--- config.mk ---
export PLATFORM = sky130hd
export DESIGN_NAME = opc5_uart
export DESIGN_NICKNAME = d
export VERILOG_FILES = /design/src/rtl/opc5_uart_pkg.sv /design/src/rtl/opc5_uart_fifo.sv /design/src/rtl/opc5_uart.sv
export SDC_FILE = /design/constraint.sdc
export NUM_CORES = 1
export LEC_CHECK = 0
export ABC_AREA = 1
export CAP_MARGIN = 20
export CORE_MARGIN = 2
export CORE_UTILIZATION = 35
export DETAILED_ROUTE_END_ITERATION = 10
export HOLD_SLACK_MARGIN = 0.05
export MAX_ROUTING_LAYER = met4
export RECOVER_POWER = 100
export SLEW_MARGIN = 0
export SYNTH_ARGS = -nofsm -noshare
export SYNTH_HDL_FRONTEND = slang
export SYNTH_SLANG_ARGS = --single-unit
--- constraint.sdc ---
create_clock -name clk -period 3.46 [get_ports clk]
set_input_delay 1.038 -clock clk [delete_from_list [all_inputs] [get_ports clk]]
set_output_delay 1.038 -clock clk [all_outputs]
set_load 0.01 [all_outputs]
--- src/rtl/opc5_uart_pkg.sv ---
// Shared constants and FSM state types for the opc5 memory-mapped UART.
package opc5_uart_pkg;

    localparam logic [15:0] DEFAULT_BASE_ADDR = 16'hFE00;

    localparam logic [1:0] REG_DATA   = 2'd0;
    localparam logic [1:0] REG_STATUS = 2'd1;
    localparam logic [1:0] REG_DIV    = 2'd2;
    localparam logic [1:0] REG_RSVD   = 2'd3;

    localparam int ST_RX_VALID     = 0;
    localparam int ST_RX_OVERRUN   = 1;
    localparam int ST_RX_FRAME_ERR = 2;
    localparam int ST_TX_FULL      = 3;
    localparam int ST_TX_EMPTY     = 4;
    localparam int ST_TX_BUSY      = 5;
    localparam int ST_TX_IE        = 6;

    typedef enum logic [1:0] {
        TX_IDLE,
        TX_START,
        TX_DATA,
        TX_STOP
    } tx_state_e;

    typedef enum logic [1:0] {
        RX_IDLE,
        RX_START,
        RX_DATA,
        RX_STOP
    } rx_state_e;

endpackage

--- src/rtl/opc5_uart_fifo.sv ---
// Small synchronous FIFO for the UART transmitter; pointers carry an extra wrap bit.
module opc5_uart_fifo #(
    parameter int WIDTH = 8,
    parameter int DEPTH = 4
) (
    input  logic             clk_i,
    input  logic             reset_i,
    input  logic             push_i,
    input  logic             pop_i,
    input  logic [WIDTH-1:0] din_i,
    output logic [WIDTH-1:0] dout_o,
    output logic             full_o,
    output logic             empty_o
);

    localparam int AW = $clog2(DEPTH);

    logic [AW:0]      wr_ptr_q, wr_ptr_d;
    logic [AW:0]      rd_ptr_q, rd_ptr_d;
    logic [WIDTH-1:0] mem_q [DEPTH];
    logic             do_push, do_pop;

    assign empty_o = (wr_ptr_q == rd_ptr_q);
    assign full_o  = (wr_ptr_q[AW] != rd_ptr_q[AW]) &&
                     (wr_ptr_q[AW-1:0] == rd_ptr_q[AW-1:0]);

    // Fullness is judged on pre-edge state, so a push while full is dropped
    // even when a pop happens in the same cycle.
    assign do_push = push_i && !full_o;
    assign do_pop  = pop_i && !empty_o;

    assign wr_ptr_d = wr_ptr_q + {{AW{1'b0}}, do_push};
    assign rd_ptr_d = rd_ptr_q + {{AW{1'b0}}, do_pop};
    assign dout_o   = mem_q[rd_ptr_q[AW-1:0]];

    always_ff @(posedge clk_i) begin
        if (reset_i) begin
            wr_ptr_q <= '0;
            rd_ptr_q <= '0;
        end else begin
            wr_ptr_q <= wr_ptr_d;
            rd_ptr_q <= rd_ptr_d;
        end
    end

    always_ff @(posedge clk_i) begin
        if (do_push) begin
            mem_q[wr_ptr_q[AW-1:0]] <= din_i;
        end
    end

endmodule

--- src/rtl/opc5_uart.sv ---
// opc5 bus UART: 8N1 transmitter behind a small FIFO, single-byte receiver,
// programmable baud divisor. Bus handshake: a strobe is any clock with sel high.
module opc5_uart
    import opc5_uart_pkg::*;
#(
    parameter logic [15:0] BASE_ADDR = DEFAULT_BASE_ADDR,
    parameter int          TX_DEPTH  = 4,
    parameter logic [15:0] RESET_DIV = 16'd433
) (
    input  logic        clk,
    input  logic        reset,
    input  logic [15:0] address,
    input  logic        rnw,
    input  logic [15:0] wdata,
    output logic [15:0] rdata,
    output logic        rdata_oe,
    output logic        txd,
    input  logic        rxd,
    output logic        irq
);

    logic sel, wr_stb, rd_stb;
    logic wr_data, wr_status, wr_div, rd_data;

    assign sel       = (address[15:2] == BASE_ADDR[15:2]);
    assign wr_stb    = sel && !rnw;
    assign rd_stb    = sel && rnw;
    assign wr_data   = wr_stb && (address[1:0] == REG_DATA);
    assign wr_status = wr_stb && (address[1:0] == REG_STATUS);
    assign wr_div    = wr_stb && (address[1:0] == REG_DIV);
    assign rd_data   = rd_stb && (address[1:0] == REG_DATA);

    logic [15:0] div_q, div_d;
    logic        tx_ie_q, tx_ie_d;
    logic        rx_valid_q, rx_valid_d;
    logic        rx_overrun_q, rx_overrun_d;
    logic        rx_frame_err_q, rx_frame_err_d;
    logic [7:0]  rx_byte_q, rx_byte_d;
    logic        irq_q, irq_d;

    logic       fifo_pop, fifo_full, fifo_empty;
    logic [7:0] fifo_dout;

    opc5_uart_fifo #(
        .WIDTH(8),
        .DEPTH(TX_DEPTH)
    ) u_tx_fifo (
        .clk_i   (clk),
        .reset_i (reset),
        .push_i  (wr_data),
        .pop_i   (fifo_pop),
        .din_i   (wdata[7:0]),
        .dout_o  (fifo_dout),
        .full_o  (fifo_full),
        .empty_o (fifo_empty)
    );

    // Transmitter. The divisor is latched at each bit boundary so DIV writes
    // never stretch or truncate the bit in flight.
    tx_state_e   tx_state_q, tx_state_d;
    logic [15:0] tx_cnt_q, tx_cnt_d;
    logic [15:0] tx_div_q, tx_div_d;
    logic [2:0]  tx_bit_q, tx_bit_d;
    logic [7:0]  tx_shift_q, tx_shift_d;
    logic        txd_q, txd_d;
    logic        tx_bit_end, tx_empty;

    assign tx_bit_end = (tx_cnt_q >= tx_div_q);
    assign tx_empty   = fifo_empty && (tx_state_q == TX_IDLE);

    always_comb begin
        tx_state_d = tx_state_q;
        tx_cnt_d   = tx_bit_end ? tx_cnt_q : tx_cnt_q + 16'd1;
        tx_div_d   = tx_div_q;
        tx_bit_d   = tx_bit_q;
        tx_shift_d = tx_shift_q;
        txd_d      = txd_q;
        fifo_pop   = 1'b0;
        case (tx_state_q)
            TX_IDLE: begin
                txd_d    = 1'b1;
                tx_cnt_d = 16'd0;
                if (!fifo_empty) begin
                    fifo_pop   = 1'b1;
                    tx_shift_d = fifo_dout;
                    tx_div_d   = div_q;
                    txd_d      = 1'b0;
                    tx_state_d = TX_START;
                end
            end
            TX_START: begin
                if (tx_bit_end) begin
                    txd_d      = tx_shift_q[0];
                    tx_shift_d = {1'b0, tx_shift_q[7:1]};
                    tx_bit_d   = 3'd0;
                    tx_cnt_d   = 16'd0;
                    tx_div_d   = div_q;
                    tx_state_d = TX_DATA;
                end
            end
            TX_DATA: begin
                if (tx_bit_end) begin
                    tx_cnt_d = 16'd0;
                    tx_div_d = div_q;
                    if (tx_bit_q == 3'd7) begin
                        txd_d      = 1'b1;
                        tx_state_d = TX_STOP;
                    end else begin
                        txd_d      = tx_shift_q[0];
                        tx_shift_d = {1'b0, tx_shift_q[7:1]};
                        tx_bit_d   = tx_bit_q + 3'd1;
                    end
                end
            end
            TX_STOP: begin
                if (tx_bit_end) begin
                    tx_cnt_d = 16'd0;
                    tx_div_d = div_q;
                    if (!fifo_empty) begin
                        fifo_pop   = 1'b1;
                        tx_shift_d = fifo_dout;
                        txd_d      = 1'b0;
                        tx_state_d = TX_START;
                    end else begin
                        txd_d      = 1'b1;
                        tx_state_d = TX_IDLE;
                    end
                end
            end
        endcase
    end

    // Receiver: 2-flop synchroniser, then a falling-edge detector on the clean line.
    rx_state_e   rx_state_q, rx_state_d;
    logic        rx_s1_q, rx_s2_q, rx_prev_q;
    logic [15:0] rx_cnt_q, rx_cnt_d;
    logic [15:0] rx_div_q, rx_div_d;
    logic [15:0] rx_half;
    logic [2:0]  rx_bit_q, rx_bit_d;
    logic [7:0]  rx_shift_q, rx_shift_d;
    logic        rx_fall, rx_start_hit, rx_bit_end;
    logic        rx_done, rx_ferr_set;

    assign rx_fall      = rx_prev_q && !rx_s2_q;
    assign rx_half      = 16'(({1'b0, rx_div_q} + 17'd1) >> 1);
    assign rx_start_hit = (rx_half == 16'd0) || (rx_cnt_q >= rx_half - 16'd1);
    assign rx_bit_end   = (rx_cnt_q >= rx_div_q);

    always_comb begin
        rx_state_d  = rx_state_q;
        rx_cnt_d    = rx_cnt_q;
        rx_div_d    = rx_div_q;
        rx_bit_d    = rx_bit_q;
        rx_shift_d  = rx_shift_q;
        rx_done     = 1'b0;
        rx_ferr_set = 1'b0;
        case (rx_state_q)
            RX_IDLE: begin
                rx_cnt_d = 16'd0;
                if (rx_fall) begin
                    rx_div_d   = div_q;
                    rx_state_d = RX_START;
                end
            end
            RX_START: begin
                if (rx_start_hit) begin
                    rx_cnt_d   = 16'd0;
                    rx_bit_d   = 3'd0;
                    rx_div_d   = div_q;
                    rx_state_d = rx_s2_q ? RX_IDLE : RX_DATA;
                end else begin
                    rx_cnt_d = rx_cnt_q + 16'd1;
                end
            end
            RX_DATA: begin
                if (rx_bit_end) begin
                    rx_cnt_d   = 16'd0;
                    rx_div_d   = div_q;
                    rx_shift_d = {rx_s2_q, rx_shift_q[7:1]};
                    rx_bit_d   = rx_bit_q + 3'd1;
                    if (rx_bit_q == 3'd7) begin
                        rx_state_d = RX_STOP;
                    end
                end else begin
                    rx_cnt_d = rx_cnt_q + 16'd1;
                end
            end
            RX_STOP: begin
                if (rx_bit_end) begin
                    rx_cnt_d    = 16'd0;
                    rx_done     = rx_s2_q;
                    rx_ferr_set = !rx_s2_q;
                    rx_state_d  = RX_IDLE;
                end else begin
                    rx_cnt_d = rx_cnt_q + 16'd1;
                end
            end
        endcase
    end

    // A DATA read clears rx_valid before a byte completing in the same cycle is judged.
    always_comb begin
        div_d          = wr_div ? wdata : div_q;
        tx_ie_d        = wr_status ? wdata[ST_TX_IE] : tx_ie_q;
        rx_valid_d     = rx_valid_q && !rd_data;
        rx_overrun_d   = rx_overrun_q && !(wr_status && wdata[ST_RX_OVERRUN]);
        rx_frame_err_d = rx_frame_err_q && !(wr_status && wdata[ST_RX_FRAME_ERR]);
        rx_byte_d      = rx_byte_q;
        if (rx_done) begin
            if (rx_valid_d) begin
                rx_overrun_d = 1'b1;
            end else begin
                rx_byte_d  = rx_shift_q;
                rx_valid_d = 1'b1;
            end
        end
        if (rx_ferr_set) begin
            rx_frame_err_d = 1'b1;
        end
        irq_d = rx_valid_q || (tx_empty && tx_ie_q);
    end

    always_ff @(posedge clk) begin
        if (reset) begin
            div_q          <= RESET_DIV;
            tx_ie_q        <= 1'b0;
            rx_valid_q     <= 1'b0;
            rx_overrun_q   <= 1'b0;
            rx_frame_err_q <= 1'b0;
            rx_byte_q      <= 8'h00;
            irq_q          <= 1'b0;
            tx_state_q     <= TX_IDLE;
            tx_cnt_q       <= 16'd0;
            tx_div_q       <= RESET_DIV;
            tx_bit_q       <= 3'd0;
            tx_shift_q     <= 8'h00;
            txd_q          <= 1'b1;
            rx_s1_q        <= 1'b1;
            rx_s2_q        <= 1'b1;
            rx_prev_q      <= 1'b1;
            rx_state_q     <= RX_IDLE;
            rx_cnt_q       <= 16'd0;
            rx_div_q       <= RESET_DIV;
            rx_bit_q       <= 3'd0;
            rx_shift_q     <= 8'h00;
        end else begin
            div_q          <= div_d;
            tx_ie_q        <= tx_ie_d;
            rx_valid_q     <= rx_valid_d;
            rx_overrun_q   <= rx_overrun_d;
            rx_frame_err_q <= rx_frame_err_d;
            rx_byte_q      <= rx_byte_d;
            irq_q          <= irq_d;
            tx_state_q     <= tx_state_d;
            tx_cnt_q       <= tx_cnt_d;
            tx_div_q       <= tx_div_d;
            tx_bit_q       <= tx_bit_d;
            tx_shift_q     <= tx_shift_d;
            txd_q          <= txd_d;
            rx_s1_q        <= rxd;
            rx_s2_q        <= rx_s1_q;
            rx_prev_q      <= rx_s2_q;
            rx_state_q     <= rx_state_d;
            rx_cnt_q       <= rx_cnt_d;
            rx_div_q       <= rx_div_d;
            rx_bit_q       <= rx_bit_d;
            rx_shift_q     <= rx_shift_d;
        end
    end

    logic [15:0] status;

    always_comb begin
        status                  = 16'h0000;
        status[ST_RX_VALID]     = rx_valid_q;
        status[ST_RX_OVERRUN]   = rx_overrun_q;
        status[ST_RX_FRAME_ERR] = rx_frame_err_q;
        status[ST_TX_FULL]      = fifo_full;
        status[ST_TX_EMPTY]     = tx_empty;
        status[ST_TX_BUSY]      = (tx_state_q != TX_IDLE);
        status[ST_TX_IE]        = tx_ie_q;
        case (address[1:0])
            REG_DATA:   rdata = {8'h00, rx_byte_q};
            REG_STATUS: rdata = status;
            REG_DIV:    rdata = div_q;
            REG_RSVD:   rdata = 16'h0000;
        endcase
    end

    assign rdata_oe = rd_stb;
    assign txd      = txd_q;
    assign irq      = irq_q;

endmodule

==> metrics.md <==
| Metric | Value |
|---|---|
| TritonCTS sink count | `161` |
| Tcrit/Tclk final | `97.4%` |
| Final Skew | `12.0 ps` |
| Library cells used by synthesis | `45` |
| Post-Syn Nets | `1224` |
| VDD IR max | `0.000330 V` |
| Nets | `1315` |
| Vias in the first global route | `6928` |
| FF+latch area | `0.00355 mm²` |
| Hold Crit Endpoint | `rx_s2_q` |
| Worst-Skew Late Latency | `440 ps` |
| Most frequent cells in the layout | `220 x nand2_1, 163 x nor2_1, 133 x inv_1` |
| Avg Inst Size Synth | `7.66 µm²` |
| TritonRoute pass-1 iters | `6` |
| Worst EP arrival | `2330 ps` |
| Clock Power Share | `34.3%` |
| Synthesis-stage register bit count | `161` |
| FFs w/ async S/R, synth | `0%` |
| Port-buffer cells | `54` |
| # rows | `57` |
| Die Area | `0.0258 mm²` |
| Maximum root-to-sink buffer count | `2` |
| Max-slew headroom | `65.0%` |
| Launching point of the worst reg2reg path | `rx_div_q[5]` |
| Number of buffers created by CTS | `17` |
| DP Worst Slack | `-343 ps` |
| Worst endpoint required time | `2420 ps` |
| Fmax | `297 MHz` |
| WS Path Type | `in -> out` |
| Remaining DRCs | `0` |
| Max-Cap Viols | `0` |
| Post-route setup slack | `88.7 ps` |
| R2R cell count | `20` |
| Vias after detailed routing | `7449` |
| Seq pwr share | `39.3%` |
| Synthesized instance count | `1123` |
| Switching Fraction | `35.2%` |
| Antenna diode count | `0` |
| Worst-path maximum fanout | `7` |
| Hold WC Path Type | `reg -> reg` |
| GPL Wtd Cong | `0.856` |
| Die width | `161 µm` |
| Core area | `0.0242 mm²` |
| Io pins | `55` |
| FILL cells | `2482` |
| Tmin final | `3370 ps` |
| Hold depth | `1` |
| Final setup vio count | `0` |
| Seq/Total Area, Yosys | `41.2%` |
| Leakage | `4.54 nW` |
| Final Slew Violations | `0` |
| Antenna violations before repair | `0` |
| Clk slew on worst S/H paths | `80 ps` |
| Final hold viol count | `0` |
| Area delta synth->final | `22.9%` |
| FF-to-FF setup slack | `170 ps` |
| Routed Antenna Nets | `0` |
| Pwr dens | `524 mW/mm²` |
| Logic gate share of total power | `26.3%` |
| Sw Pwr | `1.95 mW` |
| Cell area after synthesis | `0.00860 mm²` |
| Worst setup EP type | `primary output` |
| Multi-input logic area | `0.00461 mm²` |
| Drt initial violations | `455` |
| Die H | `161 µm` |
| Capture point of the worst reg-to-reg path | `rx_bit_q[2]` |
| Pin count of the biggest net entering global routing | `44` |
| H-tree Lvls | `4` |
| DP Wirelength | `15100 µm` |
| Worst-Margin Slew | `525 ps` |
| RSZ-0062 raised after global routing | `yes` |
| Starting Density | `35.5%` |
| Tot GR Track Use | `16.7%` |
| First-pass GRT wire length | `33900 µm` |
| Number of flops mapped to enable cells by yosys | `32` |
| DR vias/cell | `4.80` |
| Ys flop type | `dfxtp_1` |
| Int Power | `3.59 mW` |
| Status | `completed` |
| Hold_sp | `rx_s1_q` |
| Fin Setup TNS | `0 ps` |
| Most common cell after layout, fill and taps aside | `nand2_1` |
| CP startpoint kind | `input port` |
| Clock root buffer | `clkbuf_16` |
| GRT overflow | `0` |
| Post-Route WL | `20800 µm` |
| Layout cell share with drive strength beyond 1 | `12.4%` |
| Synth Warn # | `0` |
| WL per Instance | `13.4 µm` |
| CTS tree | `built` |
==> cell usage after synthesis (3+ instances only) <==
cell        n  area [µm²]
edfxtp_1   32         961
nor4_1      4        25.0
nor2_4      5        56.3
dfxtp_1   129        2580
nand2_1   229         860
nor3_1     15        75.1
a31oi_1     3        18.8
inv_1     136         510
o221ai_1    7        61.3
a211oi_1   16         120
nand3_1    52         260
nor2_1    169         634
nand2_2     7        43.8
nor3b_1     5        37.5
nor2_2      5        31.3
o21a_1      3        22.5
xor2_1     23         201
ha_1       65         813
o21ai_0    49         245
buf_2       9        45.0
nand4_1    24         150
clkbuf_1   20        75.1
a32o_1      7        70.1
xnor2_1    14         123
a21oi_1    66         330
==> metal layers <==
metal	vias to the layer above	global-route usage, %	wire length (µm)
met5	-	-	0
met4	0	3.90	193
met1	3414	22.4	10200
met3	14	3.25	1050
met2	146	26.2	9340
li1	3875	-	-
==> registers in the layout, summed over array words and instances, names as in the netlist, 8 cells and up, named ones only <==
signal	count
rx_div_q	16
rx_byte_q	8
tx_cnt_q	16
rx_cnt_q	16
tx_div_q	16
u_tx_fifo.mem_q	32
tx_shift_q	8
rx_shift_q	8
div_q	16
==> stage by stage <==
stage	instances	hold slack (ps)	cell area [µm²]	util [%]	power, mW
after floorplan	1123	389	8600	-	3.19
final	1551	418	10600	43.6	5.54
after detailed placement	1511	400	9710	40.0	3.59
after global routing	1551	420	10600	43.6	5.88
after CTS	1543	418	10300	42.4	5.49
after global placement	1511	396	9710	40.0	3.56
==> power by group through the flow <==
stage / Clock, mW / Combinational [mW] / Sequential (mW)
2_1_floorplan: 0 / 0.996 / 2.19
3_3_place_gp: 0 / 1.35 / 2.21
3_5_place_dp: 0 / 1.38 / 2.21
4_1_cts: 1.95 / 1.38 / 2.17
5_1_grt: 2.02 / 1.67 / 2.20
6_report: 1.90 / 1.46 / 2.18
==> layout make-up <==
type | count | area share (%)
multi-input cells | 792 | 43.7
flip-flops and latches | 161 | 33.6
repair buffers | 102 | 8.29
inverters | 140 | 4.99
clock buffers | 17 | 4.03
well taps | 324 | 3.84
clock inverters | 15 | 1.62
==> how the worst max path moves through the flow <==
stage                startpoint            to  slack [ps]
finish               address[0]     rdata[11]          90
global route        rx_div_q[0]   rx_div_q[6]         -90
CTS                  address[5]      rdata_oe           9
detailed placement   address[1]      rdata[4]        -340
global placement     address[1]     rdata[14]        -320
floorplan           rx_div_q[0]  rx_div_q[10]         410
==> critical path, stage by stage <==
cell and delay [ps]:
clkdlybuf4s50_1 450, inv_2 100, nand2_4 70, buf_4 160, buf_4 160, nor2_1 80, dlygate4sd2_1 270
==> kinds of logic after synthesis <==
kind of cell	count (synthesis)	synth area share, %
AOI/OAI and AO/OA	162	11.0
DFF	161	41.2
buffers and inverters	172	7.81
adders and majority gates	65	9.46
and+or+nand+nor	524	26.3
xor gates and xnor gates	39	4.15
==> repair_timing <==
| action | 4_1_cts | 5_1_grt |
|---|---|---|
| hold buffers | 0 | 0 |
| gates cloned | 0 | 3 |
| resized for setup | 22 | 56 |
| setup buffers | 0 | 5 |
| hold endpoints to repair | 0 | 0 |
| pin swaps | 0 | 15 |
| setup endpoints to repair | 17 | 43 |
Power figures use the tool's default switching activity.
